[config.mk]
export PLATFORM = sky130hd
export DESIGN_NAME = serial_add_feeder
export DESIGN_NICKNAME = d
export VERILOG_FILES = /design/src/rtl/serial_add_pkg.sv /design/src/rtl/serial_add_feeder_opreg.sv /design/src/rtl/serial_add_feeder.sv
export SDC_FILE = /design/constraint.sdc
export NUM_CORES = 1
export LEC_CHECK = 0
export BUFFER_PORTS_ARGS = -buffer_cell sky130_fd_sc_hd__buf_2
export CORE_UTILIZATION = 48
export CTS_CLUSTER_SIZE = 20
export DETAILED_ROUTE_END_ITERATION = 6
export PLACE_DENSITY_LB_ADDON = 0.15
export SYNTH_ARGS = -nofsm -noshare
export SYNTH_HDL_FRONTEND = slang
export SYNTH_HIERARCHICAL = 1
export SYNTH_SLANG_ARGS = --single-unit
[constraint.sdc]
create_clock -name clk -period 2.2 [get_ports clk]
set_clock_uncertainty 0.15 [all_clocks]
set_input_delay 0.44 -clock clk [delete_from_list [all_inputs] [get_ports clk]]
set_output_delay 0.44 -clock clk [all_outputs]
set_load 0.02 [all_outputs]
[src/rtl/serial_add_pkg.sv]
// Shared types and widths for the serial 2x4b adder feeder.
// Defining SERIAL_ADD_FEEDER_FLUSH_EN adds a carry-flush beat after every high nibble.
package serial_add_pkg;

  localparam int OP_W  = 8;
  localparam int NIB_W = 4;

  typedef enum logic [1:0] {
    ST_IDLE  = 2'd0,
    ST_LO    = 2'd1,
    ST_HI    = 2'd2,
    ST_FLUSH = 2'd3
  } state_e;

`ifdef SERIAL_ADD_FEEDER_FLUSH_EN
  localparam bit FLUSH_EN = 1'b1;
`else
  localparam bit FLUSH_EN = 1'b0;
`endif

  // The final beat of an operation is where the next pair may be taken.
  function automatic logic last_beat(state_e s);
    return (s == ST_FLUSH) || ((s == ST_HI) && !FLUSH_EN);
  endfunction

endpackage

[src/rtl/serial_add_feeder_opreg.sv]
// Operand holding register: {A, B} loaded on accept, cleared by async active-low reset.
module serial_add_feeder_opreg
  import serial_add_pkg::*;
(
  input  logic                clk,
  input  logic                reset,
  input  logic                load,
  input  logic [2*OP_W-1:0]   d,
  output logic [2*OP_W-1:0]   q
);

  always_ff @(posedge clk or negedge reset) begin
    if (!reset) begin
      q <= '0;
    end else if (load) begin
      q <= d;
    end
  end

endmodule

[src/rtl/serial_add_feeder.sv]
// Splits each accepted 8b operand pair into low/high nibble beats for a serial 2x4b adder.
// Build option SERIAL_ADD_FEEDER_FLUSH_EN appends a zero carry-flush beat to each operation.
module serial_add_feeder
  import serial_add_pkg::*;
(
  input  logic             clk,
  input  logic             reset,
  input  logic             in_val,
  output logic             in_rdy,
  input  logic [OP_W-1:0]  in0,
  input  logic [OP_W-1:0]  in1,
  output logic [NIB_W-1:0] out0,
  output logic [NIB_W-1:0] out1,
  output logic             out_val,
  output logic             out_hi,
  output logic             out_flush,
  output logic [1:0]       dbg_state
);

  // Handshake: a pair transfers on a rising edge with in_val=1 and in_rdy=1.
  // in_rdy depends on state only, so upstream may raise in_val at any time.

  state_e            state_q;
  state_e            state_d;
  logic              accept;
  logic              flush_beat;
  logic [2*OP_W-1:0] hold_q;
  logic [OP_W-1:0]   a_q;
  logic [OP_W-1:0]   b_q;

  // Gating with reset keeps in_rdy low while reset is asserted even though state is IDLE.
  assign in_rdy    = reset & ((state_q == ST_IDLE) | last_beat(state_q));
  assign accept    = in_val & in_rdy;
  assign a_q       = hold_q[2*OP_W-1:OP_W];
  assign b_q       = hold_q[OP_W-1:0];
  assign dbg_state = state_q;

  serial_add_feeder_opreg u_opreg (
    .clk   (clk),
    .reset (reset),
    .load  (accept),
    .d     ({in0, in1}),
    .q     (hold_q)
  );

  always_ff @(posedge clk or negedge reset) begin
    if (!reset) begin
      state_q <= ST_IDLE;
    end else begin
      state_q <= state_d;
    end
  end

  always_comb begin
    state_d = state_q;
    case (state_q)
      ST_IDLE:  state_d = accept ? ST_LO : ST_IDLE;
      ST_LO:    state_d = ST_HI;
`ifdef SERIAL_ADD_FEEDER_FLUSH_EN
      ST_HI:    state_d = ST_FLUSH;
      ST_FLUSH: state_d = accept ? ST_LO : ST_IDLE;
`else
      ST_HI:    state_d = accept ? ST_LO : ST_IDLE;
      ST_FLUSH: state_d = ST_IDLE;
`endif
      default:  state_d = ST_IDLE;
    endcase
  end

  always_comb begin
    out0       = '0;
    out1       = '0;
    out_val    = 1'b0;
    out_hi     = 1'b0;
    flush_beat = 1'b0;
    case (state_q)
      ST_LO: begin
        out0    = a_q[NIB_W-1:0];
        out1    = b_q[NIB_W-1:0];
        out_val = 1'b1;
      end
      ST_HI: begin
        out0    = a_q[OP_W-1:NIB_W];
        out1    = b_q[OP_W-1:NIB_W];
        out_val = 1'b1;
        out_hi  = 1'b1;
      end
      ST_FLUSH: begin
        out_val    = 1'b1;
        flush_beat = 1'b1;
      end
      default: ;
    endcase
  end

`ifdef SERIAL_ADD_FEEDER_FLUSH_EN
  assign out_flush = flush_beat;
`else
  assign out_flush = 1'b0;
`endif

endmodule

Word-level counts from Yosys, hierarchy flattened
Cells that the tools add are included.
Widths: inputs -> output; s select.

operators by class
  eq/ne operators = 3
  multiplexer cells = 6
  bitwise operators = 3
  reduce and logical (&&, ||, !) cells = 4

operator list
  operator            count
  $pmux 4 s2          2
  $pmux 2 s3          1
  $eq 2x2->1 const B  2
  $mux 1              3
  $reduce_or 3->1     1
  $and 1x1->1         2
  $eq 2x1->1 const B  1
  $logic_not 2->1     1
  $reduce_or 2->1     1
  $logic_or 1x1->1    1
  $or 1x1->1          1

storage, ports and cells
  register bits after elaboration = 18
  logic and storage cells = 18

Longest topological paths before layout
Gate-level depths: netlist (run 1).

  word-level depth = 7
  mapped depth = 6

Hierarchy
Netlist (run 1), hierarchy kept.

modules (own cells, without submodules)
  module                   instances  cells each  area each (µm²)
  serial_add_feeder_opreg  1          34          649.4
  serial_add_feeder        1          33          291.5

Least setup slack after synthesis (run 1)
No wires, ideal clock.

  path type = register to output
  from = register state_q[0], in the netlist dbg_state[0]
  to = output out0[0]
  arrival time = 1.473 ns
  setup slack = 0.137 ns
  stages on the path, launching flop included = 5
  path buffers = 0
  cells stage by stage = dfrtp_1 > inv_1 > ha_1 > a22oi_1 > nor2b_1

on the way
  cells in the longest elaborated chain, start to end = 2

ends and longest elaborated chain
  item                                      line                     RTL
  start: declaration                        serial_add_feeder.sv:23  state_e state_q;
  start signal: assignment                  serial_add_feeder.sv:50  state_q <= state_d;
  $eq 2x2->1 or $eq 2x1->1 (tied branches)  serial_add_feeder.sv:76  case (state_q)
  $pmux 4 s2 (*)                            serial_add_feeder.sv:76
  end: declaration                          serial_add_feeder.sv:12  output logic [NIB_W-1:0] out0,

Mark *: on every way between the ends. The rest lies on a longest branch, timed or not.

Final worst setup path (run 1)
  from = input reset
  to = output in_rdy

on the way
  cells in the longest elaborated chain, start to end = 1

ends and longest elaborated chain
  item                line                     RTL
  start: declaration  serial_add_feeder.sv:7   input logic reset,
  $and 1x1->1         serial_add_feeder.sv:32  assign in_rdy = reset & ((state_q == ST_IDLE) | last_beat(state_q));
  end: declaration    serial_add_feeder.sv:9   output logic in_rdy,

Every way passes these cells.

==> impl_metrics.py, run 1 <==
metrics = {
    "routing": {
        "detailed_route_wl_um": 1747,
        "avgViaCountPerCell": 5.047,
        "drtPass1Iterations": 2,
        "first_iter_violations": 4,
        "postRouteAntennaNets": 0,
        "avgRoutedWirePerCell_um": 13.76,
        "num_vias": 641,
        "drc": 0,
    },
    "timing": {
        "finalWorstSetupSlack_ns": 0.1078,
        "setup_violations": 0,
        "unrepaired_setup_endpoints_after_global_routing": "false",
        "max_freq_ghz": 0.4780,
        "period_share_pct": 95.10,
        "report.final.hold_viol_count": 0,
        "time_the_final_worst_path_needs_with_i_o_delays_and_setup_ns": 2.092,
        "setup_tns_after_final_layout_ns": 0,
        "finalMaxSlewViolations": 0,
    },
    "cells_and_area": {
        "area_growth_pct": 26.46,
        "antenna-diode-count": 0,
        "postLayoutCoreUtil_pct": 66.74,
        "final-instance-count-excl-fill": 127,
        "nets": 128,
        "drive_above_1_share_pct": 57.84,
    },
    "logic_synthesis": {
        "synth.yosys.seq_area_share_pct": 47.87,
        "synthesis.instances": 67,
        "synthFlopType": "dfrtp_1",
        "synth-edff-count": 0,
        "synth_cell_type_count": 13,
        "synth_warnings": 6,
        "synth_top_area_share_pct": 47.87,
        "synthesis.nets": 92,
        "synth_commonest_cells": "dfrtp_1, mux2_4, nor2b_1",
        "synth_top_cells_by_area": "dfrtp_1, mux2_4, ha_1, mux2_2, a22oi_1",
        "ys_async_sr_fraction_pct": 100.0,
        "number_of_synthesized_register_bits": 18,
        "cell_area_after_synthesis_um2": 940.9,
        "synthDominantAreaCellType": "dfrtp_1",
        "syn_area_per_cell_um2": 14.04,
        "synth.most_common_cell": "dfrtp_1",
    },
    "power_and_ir_drop": {
        "power_density_mw_per_mm2": 706.3,
        "vdd.ir_drop.worst_uv": 448.2,
        "total_power_w": 0.0008404,
        "p_leak_nw": 0.5783,
    },
    "place": {
        "cells_after_dpl": 121,
        "place.port_buffers": 31,
        "finalWeightedCongestion": 0.6576,
        "place.detailed.hpwl_um": 1182,
        "preCtsSetupSlack_ns": 0.2596,
    },
    "run": {
        "cap_violations": 0,
    },
    "global_routing": {
        "grt_pass1_wl_um": 2725,
        "vias_in_the_first_global_route": 583,
        "antenna_found_initial": 0,
        "globalRouteTotalUtil_pct": 19.23,
        "maximum_number_of_pins_on_one_net_before_global_route_repair": 18,
        "grt_remaining_overflow": 0,
    },
    "min_path": {
        "min-delay-start": "in0[6]",
        "hold_path_class": "primary input to flip-flop",
    },
    "worst_setup_path": {
        "crit-reg2reg-launch": "dbg_state[1]",
        "setup.worst_path.start": "reset",
        "criticalPathCategory": "primary input to primary output",
        "sort_of_element_at_the_start_of_the_critical_path": "primary input",
        "worst-endpoint-required_ns": 1.61,
        "endpoint_kind": "primary output",
        "worstPathArrival_ns": 1.50,
        "path_max_fanout": 11,
    },
    "floorplanning": {
        "floorplan.io_pins": 33,
        "std_cell_rows": 15,
        "full_die_area_mm2": 0.002141,
        "initial_core_util_pct": 52.77,
        "dieHeight_um": 46.28,
        "core_area_mm2": 0.001783,
        "die_width_um": 46.28,
    },
    "clocking": {
        "h-tree-depth": 1,
        "cts_sinks": 18,
        "clock-root-buffer": "clkbuf_4",
        "clk_path_buf_depth": 2,
        "cts_tree": "yes",
        "cts_inserted_buffers": 3,
        "insertion_delay_ns": 0.29,
        "cts.reportedPaths.clkPinSlew_ns": 0.10,
    },
    "run_status": {
        "outcome": "finished clean",
    },
}
[per-layer routing]
layer	wire length, um	vias up	part of all wire (%)	GRT usage (%)
li1	-	300	-	-
met1	767	316	44	23.83
met2	827	21	47	28.73
met3	127	4	7.3	9.412
met4	25	0	1.4	7.059
met5	0	-	0	0
[worst max-delay path, cell delays in order]
cell and delay (ns):
dlygate4sd3_1 0.53, clkbuf_4 0.21, nor2b_1 0.15, buf_2 0.17
[cells in the final DEF (no fill, tap or decap)]
cell type      Yosys  layout
buf_4              1       3
buf_2              0      30
dfrtp_2            0       1
mux2_4            10      10
nor2b_1            9       9
inv_4              0       1
dfrtp_1           18      17
conb_1             1       1
o21a_1             1       1
clkbuf_8           0       1
mux2_2             6       6
ha_1               6       3
dlygate4sd3_1      0       1
inv_1              3       2
and3b_1            1       1
clkbuf_4           0       4
ha_4               0       3
a22oi_1            8       8
[final cells by class]
cell class	instances	area (um^2)
fill	144	593.1
multi-input combinational	42	466.7
sequential	18	451.7
timing repair buffer	35	190.2
clock buffer	4	36.28
tap	25	31.28
inverter	3	13.76
[metrics by stage]
step | cell area, um^2 | hold slack [ns]
after detailed placement | 1092 | 0.1594
after global placement | 1092 | 0.1611
final | 1190 | 0.2185
after CTS | 1174 | 0.2053
after global routing | 1190 | 0.1912
after floorplan | 940.9 | -0.005591
[sequential cells by signal (all words and copies together), names as in the netlist]
signal and count:
dbg_state 2, u_opreg/q 16
[final timing paths]
check,depth (start not counted),slack (ns),endpoint
min,2,0.22,u_opreg/q[14]
min reg2reg,1,0.37,u_opreg/q[2]
max reg2reg,5,0.35,u_opreg/q[3]
max in group asynchronous,3,1.16,u_opreg/q[13]
max,4,0.11,in_rdy
min in group asynchronous,2,0.38,dbg_state[0]
[power breakdown]
group / switching [W] / internal, W / total (W)
combinational: 0.0000895 / 0.000124 / 0.000214
sequential: 0.0000360 / 0.000389 / 0.000425
clock: 0.000101 / 0.000101 / 0.000202
[logic make-up after synthesis]
| kind of cell | share of synthesized area (%) |
|---|---|
| compound gates | 7.181 |
| fa+ha+maj | 7.979 |
| buf+inv | 6.516 |
| flops | 47.87 |
| mux | 23.14 |
| other cells | 0.3986 |
| simple gates | 6.915 |
[what timing repair did]
item                                   4_1_cts  5_1_grt
hold buffers                                 1        0
endpoints found under the hold margin        8        0
buffers inserted                             1        0
resized for setup                            5        5
setup endpoints to repair                    8        9
Note: power is estimated with default switching activity, not from simulation.
==> run 2: changes to the inputs <==
PLACE_DENSITY = 0.77   (was not set)
PLACE_DENSITY_LB_ADDON = not set   (was 0.15)
==> run 2 against run 1 <==
Via count decreased by 2.5%. Cell area rose by 0.42%. Flip-flop and latch count did not move. Combinational power rose by 2%. Die area unchanged. Global-route usage is 1.4 points higher. Worst setup slack lost 0.022 ns. Hold slack gained 0.0044 ns. Utilization grew 0.28 points. Clock power about the same. Highest routed layer unchanged.
==> impl_metrics.py, run 2 (synthesized netlist as in run 1, its figures left out) <==
metrics = {
    "run_status": {
        "outcome": "finished clean",
    },
    "worst_setup_path": {
        "length_in_cells_of_the_worst_reg_to_reg_path": 5,
        "internal_reg_to_reg_setup_slack_ns": 0.29,
        "worst-endpoint-required_ns": 1.61,
        "sort_of_element_at_the_start_of_the_critical_path": "flip-flop",
        "r2r-end": "u_opreg/q[1]",
        "criticalPathCategory": "flip-flop to primary output",
        "worstPathArrival_ns": 1.52,
        "path_max_fanout": 8,
        "endpoint_kind": "primary output",
        "crit-reg2reg-launch": "dbg_state[1]",
    },
    "cells_and_area": {
        "fillerInstances": 141,
        "layout.cells.most_common_list": "buf_2, dfrtp_1, mux2_4",
        "multiInputGateArea_um2": 466.7,
        "design_area_mm2": 0.001195,
        "nets": 129,
        "drive_above_1_share_pct": 58.25,
        "regMostFlops": "u_opreg/q",
        "final-seq-area_um2": 451.7,
        "largest_reg_flops": 16,
        "most_frequent_standard_cell_in_the_layout_excluding_fill_and_tap_cells": "buf_2",
        "area_growth_pct": 27.00,
        "antenna-diode-count": 0,
        "postLayoutCoreUtil_pct": 67.02,
    },
    "floorplanning": {
        "dieHeight_um": 46.28,
        "full_die_area_mm2": 0.002141,
        "core_area_mm2": 0.001783,
        "die_width_um": 46.28,
        "initial_core_util_pct": 52.77,
        "std_cell_rows": 15,
        "floorplan.io_pins": 33,
    },
    "timing": {
        "setup_tns_after_final_layout_ns": 0,
        "period_share_pct": 96.09,
        "setup_violations": 0,
        "max_freq_ghz": 0.4730,
        "time_the_final_worst_path_needs_with_i_o_delays_and_setup_ns": 2.114,
        "report.final.hold_viol_count": 0,
        "finalMaxSlewViolations": 0,
    },
    "place": {
        "placed_area_mm2": 0.001092,
        "place.port_buffers": 31,
        "place.detailed.hpwl_um": 1210,
        "finalWeightedCongestion": 0.7304,
    },
    "power_and_ir_drop": {
        "power_report.internal_total_w": 0.0006152,
        "net-switching-power_w": 0.0002295,
        "p_leak_nw": 0.5829,
        "power_density_mw_per_mm2": 706.9,
        "power.share.combinational_pct": 25.8,
        "clock_power_share_pct": 23.9,
        "pwr-share-seq_pct": 50.3,
        "vdd.ir_drop.worst_uv": 424.6,
        "p_sw_share_pct": 27.17,
    },
    "global_routing": {
        "vias_in_the_first_global_route": 617,
        "antenna_found_initial": 0,
        "globalRouteTotalUtil_pct": 20.59,
        "grt_remaining_overflow": 0,
        "maximum_number_of_pins_on_one_net_before_global_route_repair": 19,
        "grt_pass1_wl_um": 2932,
    },
    "clocking": {
        "clock-root-buffer": "clkbuf_4",
        "cts_inserted_buffers": 3,
        "clk_path_buf_depth": 2,
        "cts_tree": "yes",
        "h-tree-depth": 1,
        "cts_sinks": 18,
        "cts.reportedPaths.clkPinSlew_ns": 0.10,
        "insertion_delay_ns": 0.29,
    },
    "routing": {
        "num_vias": 625,
        "detailed_route_wl_um": 1865,
        "avgRoutedWirePerCell_um": 14.57,
        "drc": 0,
        "postRouteAntennaNets": 0,
        "first_iter_violations": 1,
        "avgViaCountPerCell": 4.883,
        "drtPass1Iterations": 2,
    },
    "min_path": {
        "hold-path-cell-count": 2,
        "min-delay-start": "in0[2]",
        "hold_path_class": "primary input to flip-flop",
        "worstHoldEndpoint": "u_opreg/q[10]",
    },
    "run": {
        "cap_violations": 0,
    },
}
-- run 2: cell types whose count changed in the layout (fill, tap and decap cells not counted) --
| cell | before | now |
|---|---|---|
| clkbuf_4 | 4 | 3 |
| buf_4 | 3 | 4 |
| buf_2 | 30 | 31 |
-- run 2: per-layer routing --
metal	share of wire (%)	wire (um)	vias to the layer above	global-route usage [%]
met5	0	0	-	0
met2	49	922	17	32.96
li1	-	-	301	-
met3	3.8	71	2	8.235
met1	46	849	305	24.94
met4	1.1	21	0	7.059
-- run 2: power groups by stage --
stage               clock network [W]  registers, W  logic (W)
CTS                          0.000213      0.000424   0.000213
floorplan                           0      0.000422   0.000151
finish                       0.000202      0.000425   0.000218
global route                 0.000231      0.000431   0.000235
global placement                    0      0.000426   0.000196
detailed placement                  0      0.000429   0.000199
-- run 2: final cells by class --
type,count,area share (%)
timing repair buffer,36,16.34
tap,25,2.618
clock buffer,4,3.037
inverter,3,1.152
multi-input combinational,42,39.06
sequential,18,37.80
-- run 2: critical path, stage by stage, from the launching register on --
cell and delay (ns):
dfrtp_1 0.42, inv_1 0.19, ha_4 0.22, a22oi_1 0.08, nor2b_1 0.14, buf_2 0.18
-- run 2: worst max path at each step --
stage            startpoint       to  slack [ns]  cells after the start
2_1_floorplan  dbg_state[0]  out0[0]        0.14                      4
3_5_place_dp   dbg_state[0]  out0[1]        0.26                      5
6_report       dbg_state[1]  out1[2]        0.09                      5
4_1_cts        dbg_state[1]  out1[2]        0.05                      4
5_1_grt        dbg_state[1]  out1[2]       -0.01                      5
3_3_place_gp   dbg_state[0]  out1[2]        0.29                      5
-- run 2: what timing repair did --
| action | in CTS | in global routing |
|---|---|---|
| resized for setup | 7 | 2 |
| gates cloned | 0 | 0 |
| buffers inserted | 0 | 2 |
| setup endpoints to repair | 8 | 5 |
| endpoints found under the hold margin | 18 | 0 |
| hold buffers | 1 | 0 |
-- run 2: metrics by stage --
| step | total power, W | hold slack [ns] | instances | worst slack [ns] |
|---|---|---|---|---|
| final | 0.0008447 | 0.2229 | 128 | 0.08598 |
| after CTS | 0.0008507 | 0.2093 | 126 | 0.05473 |
| after global routing | 0.0008969 | 0.1867 | 128 | -0.009924 |
| after detailed placement | 0.0006278 | 0.3012 | 121 | 0.2611 |
| after floorplan | 0.0005730 | -0.005591 | 67 | 0.1370 |
| after global placement | 0.0006220 | 0.2978 | 121 | 0.2893 |
==> run 3: changes to the inputs <==
clock period = 2.4 ns   (was 2.2 ns; I/O delays follow)
==> run 3 against run 2 <==
First-iteration DRC count grew to 6.0 times the previous value. Cell area down 6.3%. Critical path depth decreased by 1. Highest routed layer unchanged. Largest cell class is now registers. Combinational power down 15%. Critical path type unchanged.
==> impl_metrics.py, run 3 (synthesized netlist as in run 1, its figures left out) <==
metrics = {
    "clocking": {
        "clk_path_buf_depth": 2,
        "insertion_delay_ns": 0.29,
        "cts_hold_repair.buffers": 0,
        "clock-root-buffer": "clkbuf_4",
        "cts_sinks": 18,
        "h-tree-depth": 1,
        "post_cts.repair.setup_buffers": 0,
        "cts_tree": "yes",
        "cts_inserted_buffers": 3,
        "cts.reportedPaths.clkPinSlew_ns": 0.10,
        "post_cts_resize_count": 0,
    },
    "routing": {
        "num_vias": 634,
        "drc": 0,
        "avgRoutedWirePerCell_um": 14.22,
        "postRouteAntennaNets": 0,
        "avgViaCountPerCell": 5.113,
        "detailed_route_wl_um": 1763,
        "drtPass1Iterations": 4,
        "first_iter_violations": 6,
    },
    "global_routing": {
        "maximum_number_of_pins_on_one_net_before_global_route_repair": 19,
        "vias_in_the_first_global_route": 622,
        "grt_remaining_overflow": 0,
        "grt_pass1_wl_um": 2732,
        "antenna_found_initial": 0,
        "globalRouteTotalUtil_pct": 18.95,
    },
    "worst_setup_path": {
        "criticalPathCategory": "flip-flop to primary output",
        "endpoint_kind": "primary output",
        "path_max_fanout": 8,
        "worst-endpoint-required_ns": 1.77,
        "worstPathArrival_ns": 1.61,
        "sort_of_element_at_the_start_of_the_critical_path": "flip-flop",
    },
    "cells_and_area": {
        "multiInputGateArea_um2": 434.2,
        "regMostFlops": "u_opreg/q",
        "antenna-diode-count": 0,
        "layout.cells.most_common_list": "buf_2, dfrtp_1, mux2_4",
        "fillerInstances": 145,
        "nets": 126,
        "most_frequent_standard_cell_in_the_layout_excluding_fill_and_tap_cells": "buf_2",
        "drive_above_1_share_pct": 54.55,
        "final-seq-area_um2": 450.4,
        "area_growth_pct": 19.02,
        "design_area_mm2": 0.001120,
        "largest_reg_flops": 16,
    },
    "floorplanning": {
        "die_width_um": 46.28,
        "initial_core_util_pct": 52.77,
        "floorplan.io_pins": 33,
        "full_die_area_mm2": 0.002141,
        "core_area_mm2": 0.001783,
        "std_cell_rows": 15,
        "dieHeight_um": 46.28,
    },
    "power_and_ir_drop": {
        "p_leak_nw": 0.5570,
        "total_power_w": 0.0007186,
        "vdd.ir_drop.worst_uv": 364.5,
        "power_density_mw_per_mm2": 641.7,
    },
    "min_path": {
        "hold_path_class": "primary input to asynchronous set/reset pin",
    },
    "place": {
        "place.port_buffers": 31,
        "place.detailed.hpwl_um": 1327,
        "placed_area_mm2": 0.001092,
        "finalWeightedCongestion": 0.7259,
    },
    "timing": {
        "setup_tns_after_final_layout_ns": 0,
        "period_share_pct": 93.25,
        "time_the_final_worst_path_needs_with_i_o_delays_and_setup_ns": 2.238,
        "max_freq_ghz": 0.4468,
        "report.final.hold_viol_count": 0,
        "setup_violations": 0,
        "unrepaired_setup_endpoints_after_global_routing": "false",
        "finalMaxSlewViolations": 0,
    },
    "run_status": {
        "outcome": "finished clean",
    },
    "run": {
        "cap_violations": 0,
    },
}
-- run 3: final timing paths --
path	start	to	slack [ns]	cells past startpoint
worst max-delay path	dbg_state[0]	out0[1]	0.16	4
worst min-delay path	reset	dbg_state[0]	0.03	2
worst max register to register	dbg_state[1]	u_opreg/q[1]	0.53	5
worst min register to register	u_opreg/q[2]	u_opreg/q[2]	0.37	1
max in group asynchronous	reset	u_opreg/q[15]	1.88	2
min in group clk	in0[2]	u_opreg/q[10]	0.27	2
-- run 3: per-layer routing --
| layer | wire length, um | GRT usage (%) | part of all wire (%) |
|---|---|---|---|
| met1 | 764 | 20.78 | 43 |
| met2 | 908 | 33.80 | 52 |
| met3 | 75 | 7.059 | 4.3 |
| met4 | 14 | 5.294 | 0.79 |
| met5 | 0 | 0 | 0 |
-- run 3: power breakdown --
part	switching (W)	total, W	leakage (nW)	internal [W]
clock	0.0000873	0.000146	0.0138	0.0000583
sequential	0.0000323	0.000388	0.214	0.000356
combinational	0.0000798	0.000185	0.329	0.000105
total	0.000199	0.000719	0.557	0.000519
-- run 3: final cells by class --
class | instances | area share [%]
clock buffers | 3 | 2.011
inverters | 3 | 1.006
multi-input cells | 42 | 38.77
flip-flops and latches | 18 | 40.22
well taps | 25 | 2.793
repair buffers | 33 | 15.20
-- run 3: stage by stage --
step | util (%) | std cells | setup WS (ns) | hold slack [ns]
finish | 62.81 | 124 | 0.1620 | 0.02927
global route | 62.81 | 124 | 0.01662 | 0.03695
global placement | 61.26 | 121 | 0.4582 | 0.3401
CTS | 62.53 | 124 | 0.08542 | 0.03067
floorplan | - | 67 | 0.2970 | 0.03441
detailed placement | 61.26 | 121 | 0.4197 | 0.3478
-- run 3: critical path, cell delays in order, from the launching register on --
cell and delay [ns]:
dfrtp_1 0.41, inv_1 0.12, ha_1 0.41, nor2b_1 0.18, buf_2 0.19
